--- src/rtl/config_register_bank.sv ---
// config_register_bank
//   AXI4-Lite slave holding NUM_REGS configuration/status words.
//   Read-write words are byte-writable through WSTRB; words flagged in
//   RO_MASK are live views of status_in and reject writes with SLVERR.
//   AW and W are buffered independently (one of each); a write commits
//   once both are held and no B response is outstanding.
//
// Ports
//   aclk, aresetn        clock, synchronous active-low reset
//   s_axil_aw*           write address channel (awprot ignored)
//   s_axil_w*            write data channel with byte strobes
//   s_axil_b*            write response channel (OKAY / SLVERR)
//   s_axil_ar*           read address channel (arprot ignored)
//   s_axil_r*            read data channel (OKAY / SLVERR)
//   cfg_out              flat register contents, RO slots show status_in
//   cfg_wr_pulse         one-cycle pulse per register on a committed write
//   status_in            hardware status words for RO registers
module config_register_bank #(
  parameter int unsigned                      ADDR_WIDTH   = 32,
  parameter int unsigned                      DATA_WIDTH   = 32,
  parameter int unsigned                      STRB_WIDTH   = DATA_WIDTH / 8,
  parameter int unsigned                      NUM_REGS     = 8,
  parameter logic [ADDR_WIDTH-1:0]            OFFSET       = '0,
  parameter logic [NUM_REGS*DATA_WIDTH-1:0]   RESET_VALUES = '0,
  parameter logic [NUM_REGS-1:0]              RO_MASK      = '0
) (
  input  logic                               aclk,
  input  logic                               aresetn,

  input  logic [ADDR_WIDTH-1:0]              s_axil_awaddr,
  input  logic [2:0]                         s_axil_awprot,
  input  logic                               s_axil_awvalid,
  output logic                               s_axil_awready,

  input  logic [DATA_WIDTH-1:0]              s_axil_wdata,
  input  logic [STRB_WIDTH-1:0]              s_axil_wstrb,
  input  logic                               s_axil_wvalid,
  output logic                               s_axil_wready,

  output logic [1:0]                         s_axil_bresp,
  output logic                               s_axil_bvalid,
  input  logic                               s_axil_bready,

  input  logic [ADDR_WIDTH-1:0]              s_axil_araddr,
  input  logic [2:0]                         s_axil_arprot,
  input  logic                               s_axil_arvalid,
  output logic                               s_axil_arready,

  output logic [DATA_WIDTH-1:0]              s_axil_rdata,
  output logic [1:0]                         s_axil_rresp,
  output logic                               s_axil_rvalid,
  input  logic                               s_axil_rready,

  output logic [NUM_REGS*DATA_WIDTH-1:0]     cfg_out,
  output logic [NUM_REGS-1:0]                cfg_wr_pulse,
  input  logic [NUM_REGS*DATA_WIDTH-1:0]     status_in
);

  localparam int unsigned ADDR_LSB = $clog2(STRB_WIDTH);
  localparam int unsigned IDX_W    = (NUM_REGS > 1) ? $clog2(NUM_REGS) : 1;

  localparam logic [1:0] RESP_OKAY   = 2'b00;
  localparam logic [1:0] RESP_SLVERR = 2'b10;

  // Protection bits carry no meaning for this block.
  logic unused_prot;
  assign unused_prot = ^{s_axil_awprot, s_axil_arprot};

  logic [DATA_WIDTH-1:0] regs_q   [NUM_REGS];
  logic [DATA_WIDTH-1:0] cfg_word [NUM_REGS];

  logic                  aw_full;
  logic [ADDR_WIDTH-1:0] aw_addr_q;
  logic                  w_full;
  logic [DATA_WIDTH-1:0] w_data_q;
  logic [STRB_WIDTH-1:0] w_strb_q;

  logic [ADDR_WIDTH-1:0] wr_word;
  logic                  wr_hit;
  logic [IDX_W-1:0]      wr_idx;
  logic [ADDR_WIDTH-1:0] rd_word;
  logic                  rd_hit;
  logic [IDX_W-1:0]      rd_idx;

  logic                  commit;
  logic                  ar_hs;

  // RO slots never hold state of their own; they expose status_in directly.
  for (genvar g = 0; g < NUM_REGS; g++) begin : g_cfg
    assign cfg_word[g] = RO_MASK[g] ? status_in[g*DATA_WIDTH +: DATA_WIDTH] : regs_q[g];
    assign cfg_out[g*DATA_WIDTH +: DATA_WIDTH] = cfg_word[g];
  end

  // Word index from a byte address; the addr >= OFFSET term catches the
  // wrap-around of the subtraction for addresses below the window.
  assign wr_word = (aw_addr_q - OFFSET) >> ADDR_LSB;
  assign wr_hit  = (aw_addr_q >= OFFSET) && (wr_word < ADDR_WIDTH'(NUM_REGS));
  assign wr_idx  = wr_word[IDX_W-1:0];

  assign rd_word = (s_axil_araddr - OFFSET) >> ADDR_LSB;
  assign rd_hit  = (s_axil_araddr >= OFFSET) && (rd_word < ADDR_WIDTH'(NUM_REGS));
  assign rd_idx  = rd_word[IDX_W-1:0];

  assign s_axil_awready = !aw_full;
  assign s_axil_wready  = !w_full;
  assign s_axil_arready = !s_axil_rvalid;

  // Only one B response may be outstanding, so a held AW/W pair waits
  // until the previous response has been taken.
  assign commit = aw_full && w_full && !s_axil_bvalid;
  assign ar_hs  = s_axil_arvalid && !s_axil_rvalid;

  always_ff @(posedge aclk) begin
    if (!aresetn) begin
      for (int i = 0; i < NUM_REGS; i++) begin
        regs_q[i] <= RESET_VALUES[i*DATA_WIDTH +: DATA_WIDTH];
      end
      aw_full       <= 1'b0;
      aw_addr_q     <= '0;
      w_full        <= 1'b0;
      w_data_q      <= '0;
      w_strb_q      <= '0;
      s_axil_bvalid <= 1'b0;
      s_axil_bresp  <= RESP_OKAY;
      s_axil_rvalid <= 1'b0;
      s_axil_rdata  <= '0;
      s_axil_rresp  <= RESP_OKAY;
      cfg_wr_pulse  <= '0;
    end else begin
      cfg_wr_pulse <= '0;

      if (s_axil_awvalid && !aw_full) begin
        aw_full   <= 1'b1;
        aw_addr_q <= s_axil_awaddr;
      end

      if (s_axil_wvalid && !w_full) begin
        w_full   <= 1'b1;
        w_data_q <= s_axil_wdata;
        w_strb_q <= s_axil_wstrb;
      end

      if (s_axil_bvalid && s_axil_bready) begin
        s_axil_bvalid <= 1'b0;
      end

      // commit implies both buffers are full, so no new AW/W can land on
      // this same edge and the clears below never race an accept.
      if (commit) begin
        aw_full       <= 1'b0;
        w_full        <= 1'b0;
        s_axil_bvalid <= 1'b1;
        if (wr_hit && !RO_MASK[wr_idx]) begin
          for (int b = 0; b < STRB_WIDTH; b++) begin
            if (w_strb_q[b]) begin
              regs_q[wr_idx][b*8 +: 8] <= w_data_q[b*8 +: 8];
            end
          end
          cfg_wr_pulse[wr_idx] <= 1'b1;
          s_axil_bresp         <= RESP_OKAY;
        end else begin
          s_axil_bresp <= RESP_SLVERR;
        end
      end

      // Reads sample the pre-commit register value on a shared edge.
      if (ar_hs) begin
        s_axil_rvalid <= 1'b1;
        if (rd_hit) begin
          s_axil_rdata <= cfg_word[rd_idx];
          s_axil_rresp <= RESP_OKAY;
        end else begin
          s_axil_rdata <= '0;
          s_axil_rresp <= RESP_SLVERR;
        end
      end else if (s_axil_rvalid && s_axil_rready) begin
        s_axil_rvalid <= 1'b0;
      end
    end
  end

endmodule
--- config.mk ---
export PLATFORM = sky130hd
export DESIGN_NAME = config_register_bank
export DESIGN_NICKNAME = d
export VERILOG_FILES = /design/src/rtl/config_register_bank.sv
export SDC_FILE = /design/constraint.sdc
export NUM_CORES = 1
export LEC_CHECK = 0
export CAP_MARGIN = 20
export CORE_AREA = 2 2 265 267
export DETAILED_ROUTE_END_ITERATION = 10
export DIE_AREA = 0 0 267 269
export PLACE_DENSITY_LB_ADDON = 0.1
export SLEW_MARGIN = 20
export SYNTH_ARGS = -nofsm -noshare
export SYNTH_HDL_FRONTEND = slang
export SYNTH_SLANG_ARGS = --single-unit
--- constraint.sdc ---
create_clock -name aclk -period 2.6 [get_ports aclk]
set_input_delay 0.65 -clock aclk [delete_from_list [all_inputs] [get_ports aclk]]
set_output_delay 0.65 -clock aclk [all_outputs]
set_load 0.005 [all_outputs]
==> flow_summary.ini <==
[route]
routed_wl_um = 64400
drc = 0
ant_nets = 0
vias = 12179
drtPass1Iterations = 5
viasPerCell = 4.60
drt_iter0_markers = 685
post_drt_wl_per_cell_um = 24.4

[power]
total_power_uw = 14600
power_frac_comb = 0.093
p_int_uw = 11200
power_switching_uw = 3420
pwr-share-seq = 0.455
p_clk_frac = 0.451
power.leakage_uw = 0.00827
swShare = 0.234
ir_drop_mv = 0.415
power-per-cell-area_mw_per_mm2 = 623

[yosys]
ys_ff_latch = 368
ys_warn_count = 0
ys_seq_area_frac = 0.599
syn_area_mm2 = 0.0166
syn_avg_cell_area_um2 = 13.1
yosysUniqueCellTypes = 33
synthCells = 1269

[finish]
multi_input_area_mm2 = 0.00597
drive_gt1_frac = 0.130
nets = 2037
final.fill_count = 6842
final_area_mm2 = 0.0234
seqCellArea_mm2 = 0.00993
areaGrowthSynthToFinish_pct = 41.2

[sta]
slew_viol_final = 0
timing.fmax_ghz = 0.429
fin_skew_ns = 0.0192
slew_headroom = 0.439
tns_ns = 0
worstMarginPinSlew_ns = 0.839
fin_crit_sh = 0.897
min_period_ns = 2.33
rsz0062_at_grt = false
setup_violations = 0
timing.final.ws_setup_ns = 0.268
final-hold-violation-count = 0

[worst_setup_path]
cp-end-kind = flip-flop
crit_buf_inv = 2
crit_required_ns = 2.88
crit_fanout = 11
crit_path_frequent_cell = buf_4
path_cells = nor4_1 -> and4_1 -> nand4_1 -> buf_4 -> o21ai_0 -> buf_4
slowest_delay_ns = 0.43
crit_path_top_delay_cell = nor4_1
cp_top_family = simple AND/OR/NAND/NOR gates
path_class = flip-flop to flip-flop
cp.arrival_ns = 2.61
startpoint_type = flip-flop

[grt]
grt_usage = 0.176
grt_pass1_wl_um = 91300
gr-total-overflow = 0
grt_antenna_before_repair = 6
grt_pass1_vias = 12629
grt_max_degree = 136

[cts]
ctsResizeCount = 0
ctsHtreeMaxLevel = 2
cts-root-buf = clkbuf_16
cts_sinks = 368
hold_buffers = 0
cts_tree = done
cts_buffer_depth = 3
path_clk_slew_ns = 0.06
cts_setup_buffers = 0
numCtsBuffers = 46
clk_latency_ns = 0.58

[placement]
finalWeightedCongestion = 0.760
dpl_cell_area_mm2 = 0.0219
place_ws_ns = 0.252
port_buffers = 405
dpl.hpwl_um = 42800

[run_status]
status = complete, no violations

[die]
start_util = 0.239
die_y_um = 269
rows = 97
core_mm2 = 0.0693
io_pins = 674
die-area_mm2 = 0.0718
die_w_um = 267

[run]
maxCapViolCount = 0

[worst_hold_path]
hp-class = flip-flop to flip-flop
## flip-flops by register name, indices dropped and copies added, names as in the netlist
register	flops
regs_q	256
s_axil_rdata	32
w_data_q	32
aw_addr_q	30
cfg_wr_pulse	8
w_strb_q	4
aw_full	1
s_axil_bresp	1
s_axil_bvalid	1
s_axil_rresp	1
s_axil_rvalid	1
w_full	1
## synth_stat cells
| cell type | number | area, um2 |
|---|---|---|
| edfxtp_1 | 256 | 7690 |
| and4_1 | 201 | 1760 |
| nand2_1 | 187 | 702 |
| dfxtp_1 | 112 | 2240 |
| clkbuf_1 | 89 | 334 |
| a21boi_0 | 66 | 495 |
| nor2_1 | 65 | 244 |
| mux4_2 | 64 | 1440 |
| and2_1 | 37 | 231 |
| mux2i_1 | 32 | 320 |
| o21ai_0 | 32 | 160 |
| o31ai_1 | 32 | 240 |
| nor4_1 | 12 | 75.1 |
| buf_8 | 10 | 150 |
| nor2b_1 | 10 | 62.6 |
| buf_4 | 9 | 67.6 |
| buf_6 | 8 | 90.1 |
| buf_1 | 7 | 26.3 |
| and3_1 | 6 | 37.5 |
| nand2b_1 | 6 | 37.5 |
| nand4_1 | 6 | 37.5 |
| buf_2 | 4 | 20.0 |
| clkbuf_2 | 4 | 20.0 |
| inv_1 | 3 | 11.3 |
| nor3_1 | 2 | 10.0 |
| o211a_1 | 2 | 20.0 |
| and2_0 | 1 | 6.26 |
| and3b_1 | 1 | 8.76 |
| buf_12 | 1 | 20.0 |
| conb_1 | 1 | 3.75 |
| nand3_1 | 1 | 5.00 |
| o21a_1 | 1 | 7.51 |
| o221a_2 | 1 | 11.3 |
## cell families (layout without fill, tap and decap cells)
group | count (synthesis) | after routing | synth area share
simple gates | 535 | 535 | 0.194
flops | 368 | 368 | 0.599
buf+inv | 135 | 568 | 0.0446
compound gates | 134 | 134 | 0.0563
mux | 96 | 96 | 0.106
other cells | 1 | 4 | 0.000226
## placed cells by master (no fill, tap or decap), drive strengths merged, types with 38 or more instances in the layout
cell	n
clkdlybuf4s50	401
edfxtp	256
and4	201
nand2	187
dfxtp	112
buf	81
clkbuf	69
a21boi	66
nor2	65
mux4	64
and2	38
## per-stage QoR
stage	hold slack [ns]	instances	utilization
floorplan	0.443	1270	-
global placement	0.456	2560	0.316
detailed placement	0.459	2560	0.316
CTS	0.466	2643	0.338
global route	0.478	2645	0.338
finish	0.461	2645	0.338
## worst paths after layout
check	startpoint	end	slack, ns	cells after the start
worst min-delay path	aw_addr_q[25]$_SDFFE_PN0P_	aw_addr_q[25]$_SDFFE_PN0P_	0.46	2
worst max-delay path	aw_addr_q[7]$_SDFFE_PN0P_	regs_q[2][31]$_SDFFCE_PN0P_	0.27	6
worst min register to register	aw_addr_q[25]$_SDFFE_PN0P_	aw_addr_q[25]$_SDFFE_PN0P_	0.46	2
worst max register to register	aw_addr_q[7]$_SDFFE_PN0P_	regs_q[2][31]$_SDFFCE_PN0P_	0.27	6
## tightest hold or removal path, cell delays in order, from the launching register on
cell	delay (ns)
dfxtp_1	0.30
nand2_1	0.04
a21boi_0	0.06
## layer usage
metal,up-vias,share of wire,track usage
met2,328,0.50,0.306
met5,-,0.00053,0
li1,5668,-,-
met3,92,0.061,0.0442
met4,6,0.025,0.0539
met1,6085,0.42,0.215
## power groups by stage
stage | clock network [uW] | registers (uW) | logic [uW]
floorplan | 0 | 6700 | 544
global placement | 0 | 6770 | 1390
detailed placement | 0 | 6770 | 1400
CTS | 6790 | 6650 | 1400
global route | 6990 | 6670 | 1470
finish | 6580 | 6640 | 1360
## cell type report
| class | count | area share |
|---|---|---|
| flip-flops and latches | 368 | 0.424 |
| multi-input cells | 767 | 0.255 |
| repair buffers | 482 | 0.205 |
| clock buffers | 69 | 0.0570 |
| well taps | 940 | 0.0502 |
| clock inverters | 14 | 0.00860 |
| inverters | 3 | 0.000481 |
| diodes | 2 | 0.000214 |
(Power assumes the default switching activity.)
